`src/rtl/bp_me_pkg.sv`:
```
// Shared types and width helpers for the BedRock memory-endpoint burst blocks.
package bp_me_pkg;

    typedef enum logic [1:0] {
        e_bp_default_cfg,
        e_bp_half_paddr_cfg
    } bp_params_e;

    typedef enum logic {
        e_idle,
        e_stream
    } bp_me_burst_state_e;

    localparam int unsigned bedrock_msg_type_width_gp = 4;
    localparam int unsigned bedrock_subop_width_gp    = 4;
    localparam int unsigned bedrock_size_width_gp     = 3;

    function automatic int unsigned bp_paddr_width(input bp_params_e cfg);
        case (cfg)
            e_bp_half_paddr_cfg: return 32;
            default:             return 40;
        endcase
    endfunction

    // Must stay in step with the field list of the header struct in the arbiter.
    function automatic int unsigned bp_bedrock_header_width(input int unsigned paddr_w,
                                                            input int unsigned payload_w);
        return payload_w + bedrock_size_width_gp + paddr_w
             + bedrock_subop_width_gp + bedrock_msg_type_width_gp;
    endfunction

    function automatic int unsigned rr_ptr_width(input int unsigned n);
        return (n > 1) ? $clog2(n) : 1;
    endfunction

endpackage

```
`src/rtl/bp_me_rr_picker.sv`:
```
// Round-robin picker: first asserted request at or after i_ptr, wrapping at num_inputs_p-1.
module bp_me_rr_picker
    import bp_me_pkg::*;
#(
    parameter  int unsigned num_inputs_p = 2,
    localparam int unsigned ptr_width_lp = rr_ptr_width(num_inputs_p)
) (
    input  logic [num_inputs_p-1:0] i_req,
    input  logic [ptr_width_lp-1:0] i_ptr,
    output logic [num_inputs_p-1:0] o_grant_oh,
    output logic [ptr_width_lp-1:0] o_grant_id,
    output logic                    o_any
);

    localparam int unsigned sum_width_lp = ptr_width_lp + 1;

    logic [sum_width_lp-1:0] w_sum;
    logic                    w_found;

    assign o_any = |i_req;

    // Walk the ring starting at the pointer; the first hit wins.
    always_comb begin
        o_grant_oh = '0;
        o_grant_id = '0;
        w_found    = 1'b0;
        w_sum      = '0;
        for (int unsigned k = 0; k < num_inputs_p; k++) begin
            w_sum = {1'b0, i_ptr} + sum_width_lp'(k);
            if (w_sum >= sum_width_lp'(num_inputs_p)) begin
                w_sum = w_sum - sum_width_lp'(num_inputs_p);
            end
            if (!w_found && i_req[w_sum[ptr_width_lp-1:0]]) begin
                o_grant_id                       = w_sum[ptr_width_lp-1:0];
                o_grant_oh[w_sum[ptr_width_lp-1:0]] = 1'b1;
                w_found                          = 1'b1;
            end
        end
    end

endmodule

```
`src/rtl/bp_me_burst_arbiter.sv`:
```
// N:1 BedRock Burst arbiter: round-robin header arbitration, then the winner owns
// the data channel until its last beat. Outputs are combinational (zero latency).
module bp_me_burst_arbiter
    import bp_me_pkg::*;
#(
    parameter  bp_params_e  bp_params_p        = e_bp_default_cfg,
    parameter  int unsigned data_width_p       = 64,
    parameter  int unsigned payload_width_p    = 16,
    parameter  int unsigned num_inputs_p       = 2,
    localparam int unsigned paddr_width_lp     = bp_paddr_width(bp_params_p),
    localparam int unsigned bp_header_width_lp = bp_bedrock_header_width(paddr_width_lp, payload_width_p),
    localparam int unsigned ptr_width_lp       = rr_ptr_width(num_inputs_p)
) (
    input  logic                                       clk_i,
    input  logic                                       reset_n_i,

    input  logic [num_inputs_p*bp_header_width_lp-1:0] in_msg_header_i,
    input  logic [num_inputs_p-1:0]                    in_msg_header_v_i,
    input  logic [num_inputs_p-1:0]                    in_msg_has_data_i,
    output logic [num_inputs_p-1:0]                    in_msg_header_ready_and_o,
    input  logic [num_inputs_p*data_width_p-1:0]       in_msg_data_i,
    input  logic [num_inputs_p-1:0]                    in_msg_data_v_i,
    input  logic [num_inputs_p-1:0]                    in_msg_last_i,
    output logic [num_inputs_p-1:0]                    in_msg_data_ready_and_o,

    output logic [bp_header_width_lp-1:0]              out_msg_header_o,
    output logic                                       out_msg_header_v_o,
    output logic                                       out_msg_has_data_o,
    input  logic                                       out_msg_header_ready_and_i,
    output logic [data_width_p-1:0]                    out_msg_data_o,
    output logic                                       out_msg_data_v_o,
    output logic                                       out_msg_last_o,
    input  logic                                       out_msg_data_ready_and_i
);

    typedef struct packed {
        logic [payload_width_p-1:0]           payload;
        logic [bedrock_size_width_gp-1:0]     size;
        logic [paddr_width_lp-1:0]            addr;
        logic [bedrock_subop_width_gp-1:0]    subop;
        logic [bedrock_msg_type_width_gp-1:0] msg_type;
    } bp_bedrock_header_s;

    bp_bedrock_header_s        w_in_hdr  [num_inputs_p];
    logic [data_width_p-1:0]   w_in_data [num_inputs_p];

    logic [num_inputs_p-1:0]   w_grant_oh;
    logic [ptr_width_lp-1:0]   w_grant_id;
    logic [ptr_width_lp-1:0]   w_ptr_inc;
    logic                      w_any;

    bp_me_burst_state_e        state_r,  state_n;
    logic [ptr_width_lp-1:0]   rr_ptr_r, rr_ptr_n;
    logic [ptr_width_lp-1:0]   owner_r,  owner_n;

    always_comb begin
        for (int unsigned i = 0; i < num_inputs_p; i++) begin
            w_in_hdr[i]  = bp_bedrock_header_s'(in_msg_header_i[i*bp_header_width_lp +: bp_header_width_lp]);
            w_in_data[i] = in_msg_data_i[i*data_width_p +: data_width_p];
        end
    end

    bp_me_rr_picker #(
        .num_inputs_p (num_inputs_p)
    ) u_picker (
        .i_req      (in_msg_header_v_i),
        .i_ptr      (rr_ptr_r),
        .o_grant_oh (w_grant_oh),
        .o_grant_id (w_grant_id),
        .o_any      (w_any)
    );

    assign w_ptr_inc = (w_grant_id == ptr_width_lp'(num_inputs_p - 1))
                     ? '0 : w_grant_id + ptr_width_lp'(1);

    always_ff @(posedge clk_i or negedge reset_n_i) begin
        if (!reset_n_i) begin
            state_r  <= e_idle;
            rr_ptr_r <= '0;
            owner_r  <= '0;
        end else begin
            state_r  <= state_n;
            rr_ptr_r <= rr_ptr_n;
            owner_r  <= owner_n;
        end
    end

    always_comb begin
        state_n                   = state_r;
        rr_ptr_n                  = rr_ptr_r;
        owner_n                   = owner_r;
        out_msg_header_o          = '0;
        out_msg_header_v_o        = 1'b0;
        out_msg_has_data_o        = 1'b0;
        in_msg_header_ready_and_o = '0;
        out_msg_data_o            = '0;
        out_msg_data_v_o          = 1'b0;
        out_msg_last_o            = 1'b0;
        in_msg_data_ready_and_o   = '0;

        case (state_r)
            e_idle: begin
                out_msg_header_v_o        = w_any;
                out_msg_header_o          = w_in_hdr[w_grant_id];
                out_msg_has_data_o        = in_msg_has_data_i[w_grant_id];
                in_msg_header_ready_and_o = w_grant_oh & {num_inputs_p{out_msg_header_ready_and_i}};
                if (w_any && out_msg_header_ready_and_i) begin
                    rr_ptr_n = w_ptr_inc;
                    if (in_msg_has_data_i[w_grant_id]) begin
                        owner_n = w_grant_id;
                        state_n = e_stream;
                    end
                end
            end
            e_stream: begin
                out_msg_data_o                   = w_in_data[owner_r];
                out_msg_data_v_o                 = in_msg_data_v_i[owner_r];
                out_msg_last_o                   = in_msg_last_i[owner_r];
                in_msg_data_ready_and_o[owner_r] = out_msg_data_ready_and_i;
                if (in_msg_data_v_i[owner_r] && out_msg_data_ready_and_i && in_msg_last_i[owner_r]) begin
                    state_n = e_idle;
                end
            end
            default: state_n = e_idle;
        endcase

        // Outputs are forced quiet while reset is held, not just after the first edge.
        if (!reset_n_i) begin
            out_msg_header_o          = '0;
            out_msg_header_v_o        = 1'b0;
            out_msg_has_data_o        = 1'b0;
            in_msg_header_ready_and_o = '0;
            out_msg_data_o            = '0;
            out_msg_data_v_o          = 1'b0;
            out_msg_last_o            = 1'b0;
            in_msg_data_ready_and_o   = '0;
        end
    end

endmodule

```
`config.mk`:
```
export PLATFORM = sky130hd
export DESIGN_NAME = bp_me_burst_arbiter
export DESIGN_NICKNAME = d
export VERILOG_FILES = /design/src/rtl/bp_me_pkg.sv /design/src/rtl/bp_me_rr_picker.sv /design/src/rtl/bp_me_burst_arbiter.sv
export SDC_FILE = /design/constraint.sdc
export NUM_CORES = 1
export LEC_CHECK = 0
export CORE_AREA = 5 5 157 159
export CTS_CLUSTER_DIAMETER = 200
export DETAILED_ROUTE_END_ITERATION = 7
export DIE_AREA = 0 0 162 164
export GPL_TIMING_DRIVEN = 0
export PLACE_DENSITY = 0.43
export SLEW_MARGIN = 20
export SYNTH_ARGS = -nofsm -noshare
export SYNTH_HDL_FRONTEND = slang
export SYNTH_SLANG_ARGS = --single-unit
```
`constraint.sdc`:
```
create_clock -name clk_i -period 4.1 [get_ports clk_i]
set_clock_uncertainty 0.1 [all_clocks]
set_input_delay 0.82 -clock clk_i [delete_from_list [all_inputs] [get_ports clk_i]]
set_output_delay 0.82 -clock clk_i [all_outputs]
set_load 0.1 [all_outputs]
```
==> flow_metrics.py <==
metrics = {
    "run_status": {
        "status": "completed",
    },
    "global_route": {
        "globalRoute.totalOverflow": 0,
        "grt.total_usage_pct": 13.8,
        "maximum_number_of_pins_on_one_net_before_global_route_repair": 11,
        "antenna_found_initial": 0,
        "global_route_wire_length_before_repair_mm": 27.9,
        "via_count_of_the_first_global_routing_pass": 4610,
    },
    "worst_setup_path": {
        "worst_path_dominant_cell_family": "buffers and inverters",
        "critical_path.cell_chain": "clkdlybuf4s50_1, inv_2, o21ai_2, buf_4, nand2_1, a21oi_1, clkdlybuf4s15_2",
        "crit_path_max_incr_delay_ns": 0.62,
        "critical_path.startpoint_type": "input pin",
        "endpoint_kind_of_the_worst_setup_timing_path": "primary output",
        "cp.buffers_inverters": 4,
        "cp.arrival_ns": 3.02,
        "critPathRequiredTime_ns": 3.18,
        "rr_worst_depth": 4,
        "cp.depth": 7,
        "worstPathMaxFanout": 10,
        "path_class": "in2out",
        "critical_path.slowest_cell": "clkdlybuf4s15_2",
    },
    "clocking": {
        "cts_htree_levels": 1,
        "number_of_clock_buffers_inserted_by_tritoncts": 3,
        "worst_setup_hold_path_clk_slew_ns": 0.03,
        "cts_tree": "done",
        "worst_skew_pair.late_latency_ns": 0.22,
        "cts.path.max_buffers": 2,
        "cts_num_sinks": 3,
        "cts.repair_timing.setup_buffer_count": 0,
        "cts.root.buffer_cell": "clkbuf_16",
        "cts_hold_buf": 0,
    },
    "synth": {
        "synth_top_flop_cell": "dfrtp_1",
        "ranking_of_synthesized_cells_by_area": "mux2i_1, nand2_1, a21oi_1",
        "synth_cell_type_count": 24,
        "postSynthNetCount": 677,
        "synth_area_leader_cell": "mux2i_1",
        "ys_async_sr_fraction_pct": 100,
        "synth_seq_cells": 3,
        "fraction_of_synthesized_cell_area_taken_by_the_top_area_cell_type_pct": 30.7,
        "synth-warning-count": 0,
        "synth_sequential_area_ratio_pct": 3.44,
        "postSynthAreaPerCell_sq_um": 5.41,
        "commonest_cells_in_the_synthesized_netlist": "nand2_1, a21oi_1, nor2_1, mux2i_1, buf_2",
        "netlist_area_before_placement_sq_um": 2180,
        "synthCells": 403,
        "synth-edff-count": 0,
        "synthMostInstantiatedCell": "nand2_1",
    },
    "final_layout": {
        "layout.area.seq_sq_um": 75.1,
        "final_util_pct": 28.3,
        "antenna_cells": 0,
        "fillers": 2604,
        "multi_input_logic_area_sq_um": 1910,
        "post_route_cells_drive_above_1_share_pct": 16.2,
        "area_growth_pct": 199,
        "final_nets": 1094,
    },
    "timing": {
        "post-route-min-period_ns": 3.94,
        "final.period_utilization_pct": 96.0,
        "finalSetupViolations": 0,
        "timing_worst_slew_pin_value_ns": 1.13,
        "final_hold_viol_count": 0,
        "slew-limit-headroom_pct": 24.8,
        "clock.fmax_mhz": 254,
        "slew_violations": 0,
        "finalWorstSetupSlack_ns": 0.164,
        "rsz0062_at_grt": "false",
    },
    "detailed_routing": {
        "vias": 4290,
        "dr.pass1.iters": 4,
        "post_detailed_route_wirelength_per_cell_um": 18.1,
        "routed_wirelength_mm": 20.0,
        "vias_per_cell": 3.87,
        "drtIter0Drc": 121,
        "route.antenna.remaining_nets": 0,
        "post-route-drc-count": 0,
    },
    "die": {
        "die_w_um": 162,
        "dieHeight_um": 164,
        "die_area_sq_um": 26600,
        "core_region_area_sq_um": 23100,
        "num_rows": 56,
        "initial_utilization_pct": 9.44,
        "num_io_pins": 413,
    },
    "hold_path": {
        "hold-path-cell-count": 1,
        "kind_of_path_behind_the_tightest_hold_check": "reg2reg",
    },
    "placed_design": {
        "dp_hpwl_mm": 17.6,
        "numPortBuffers": 412,
        "place_worst_setup_slack_ns": -0.549,
        "routabilityCongestion": 0.818,
    },
    "power": {
        "irDropWorstVdd_mv": 0.303,
        "power.static_leakage_nw": 3.15,
        "power_per_cell_area_nw_per_um2": 548,
    },
    "job": {
        "maxCapViolCount": 0,
    },
}
==> timing repair <==
item	4_1_cts	5_1_grt
hold endpoints to repair	0	0
resized for setup	276	86
endpoints found under the setup margin	135	54
==> layout make-up <==
type,count,area share (%)
Tap cell,290,5.55
Buffer,38,2.99
Clock buffer,4,1.21
Sequential cell,3,1.15
Timing Repair Buffer,412,59.7
Inverter,2,0.115
Multi-Input combinational cell,360,29.3
==> cells by family after synthesis <==
| kind of cell | synth area share [%] |
|---|---|
| AND/OR/NAND/NOR | 38.0 |
| AO/OA/AOI/OAI | 18.5 |
| multiplexers | 30.7 |
| buffers and inverters | 9.29 |
| flip-flops | 3.44 |
==> power by group <==
group / internal (mW) / switching [mW] / total (mW) / leakage [nW]
clock network: 0.128 / 0.0264 / 0.155 / 0.0382
logic: 0.769 / 2.59 / 3.36 / 3.08
registers: 0.0431 / 0.0182 / 0.0614 / 0.0326
total: 0.940 / 2.64 / 3.58 / 3.15
==> final timing paths <==
path | slack, ns | end | from
worst max-delay path | 0.16 | out_msg_header_o[3] | in_msg_header_v_i[0]
min in group asynchronous | 0.76 | state_r$_DFF_PN0_ | reset_n_i
max in group asynchronous | 2.90 | rr_ptr_r$_DFFE_PN0P_ | reset_n_i
worst min-delay path | 0.47 | rr_ptr_r$_DFFE_PN0P_ | rr_ptr_r$_DFFE_PN0P_
worst min register to register | 0.47 | rr_ptr_r$_DFFE_PN0P_ | rr_ptr_r$_DFFE_PN0P_
worst max register to register | 2.48 | owner_r$_DFFE_PN0P_ | rr_ptr_r$_DFFE_PN0P_
==> placed cells by master (no fill, tap or decap), types with 2 or more instances in the layout <==
cell | synthesis | layout
a21oi_1 | 69 | 69
clkdlybuf4s18_2 | 0 | 5
buf_4 | 5 | 5
buf_1 | 4 | 4
clkbuf_1 | 7 | 8
o21ai_0 | 4 | 4
clkdlybuf4s50_1 | 0 | 274
clkbuf_2 | 0 | 35
dlygate4sd2_1 | 0 | 37
nor2b_1 | 3 | 3
clkbuf_16 | 0 | 3
clkdlybuf4s15_2 | 0 | 46
mux2i_1 | 67 | 67
buf_2 | 21 | 34
nand2_1 | 138 | 138
dlymetal6s2s_1 | 0 | 2
nor2_1 | 69 | 69
dfrtp_1 | 3 | 3
==> per-stage QoR <==
step	power, mW	instance area [sq um]	hold WS [ns]	setup TNS [ns]	cells
CTS	3.66	6760	0.475	0	1109
global route	3.74	6530	0.557	0	1109
floorplan	2.56	2190	0.424	0	403
detailed placement	3.63	6670	0.474	-37.08	1105
finish	3.58	6530	0.472	0	1109
global placement	3.64	6680	0.471	-36.66	1105
==> flip-flops by register name, summed over array words and instances, names as in the netlist <==
register,count
owner_r,1
rr_ptr_r,1
state_r,1
==> layer usage <==
layer  track usage (%)  routed length [um]  vias to the layer above
li1                  -                   -                     2159
met1              14.1                7240                     1855
met2              26.4               10200                      256
met3              5.12                2080                       20
met4              3.96                 477                        0
met5                 0                   0                        -
(Power assumes the default switching activity.)
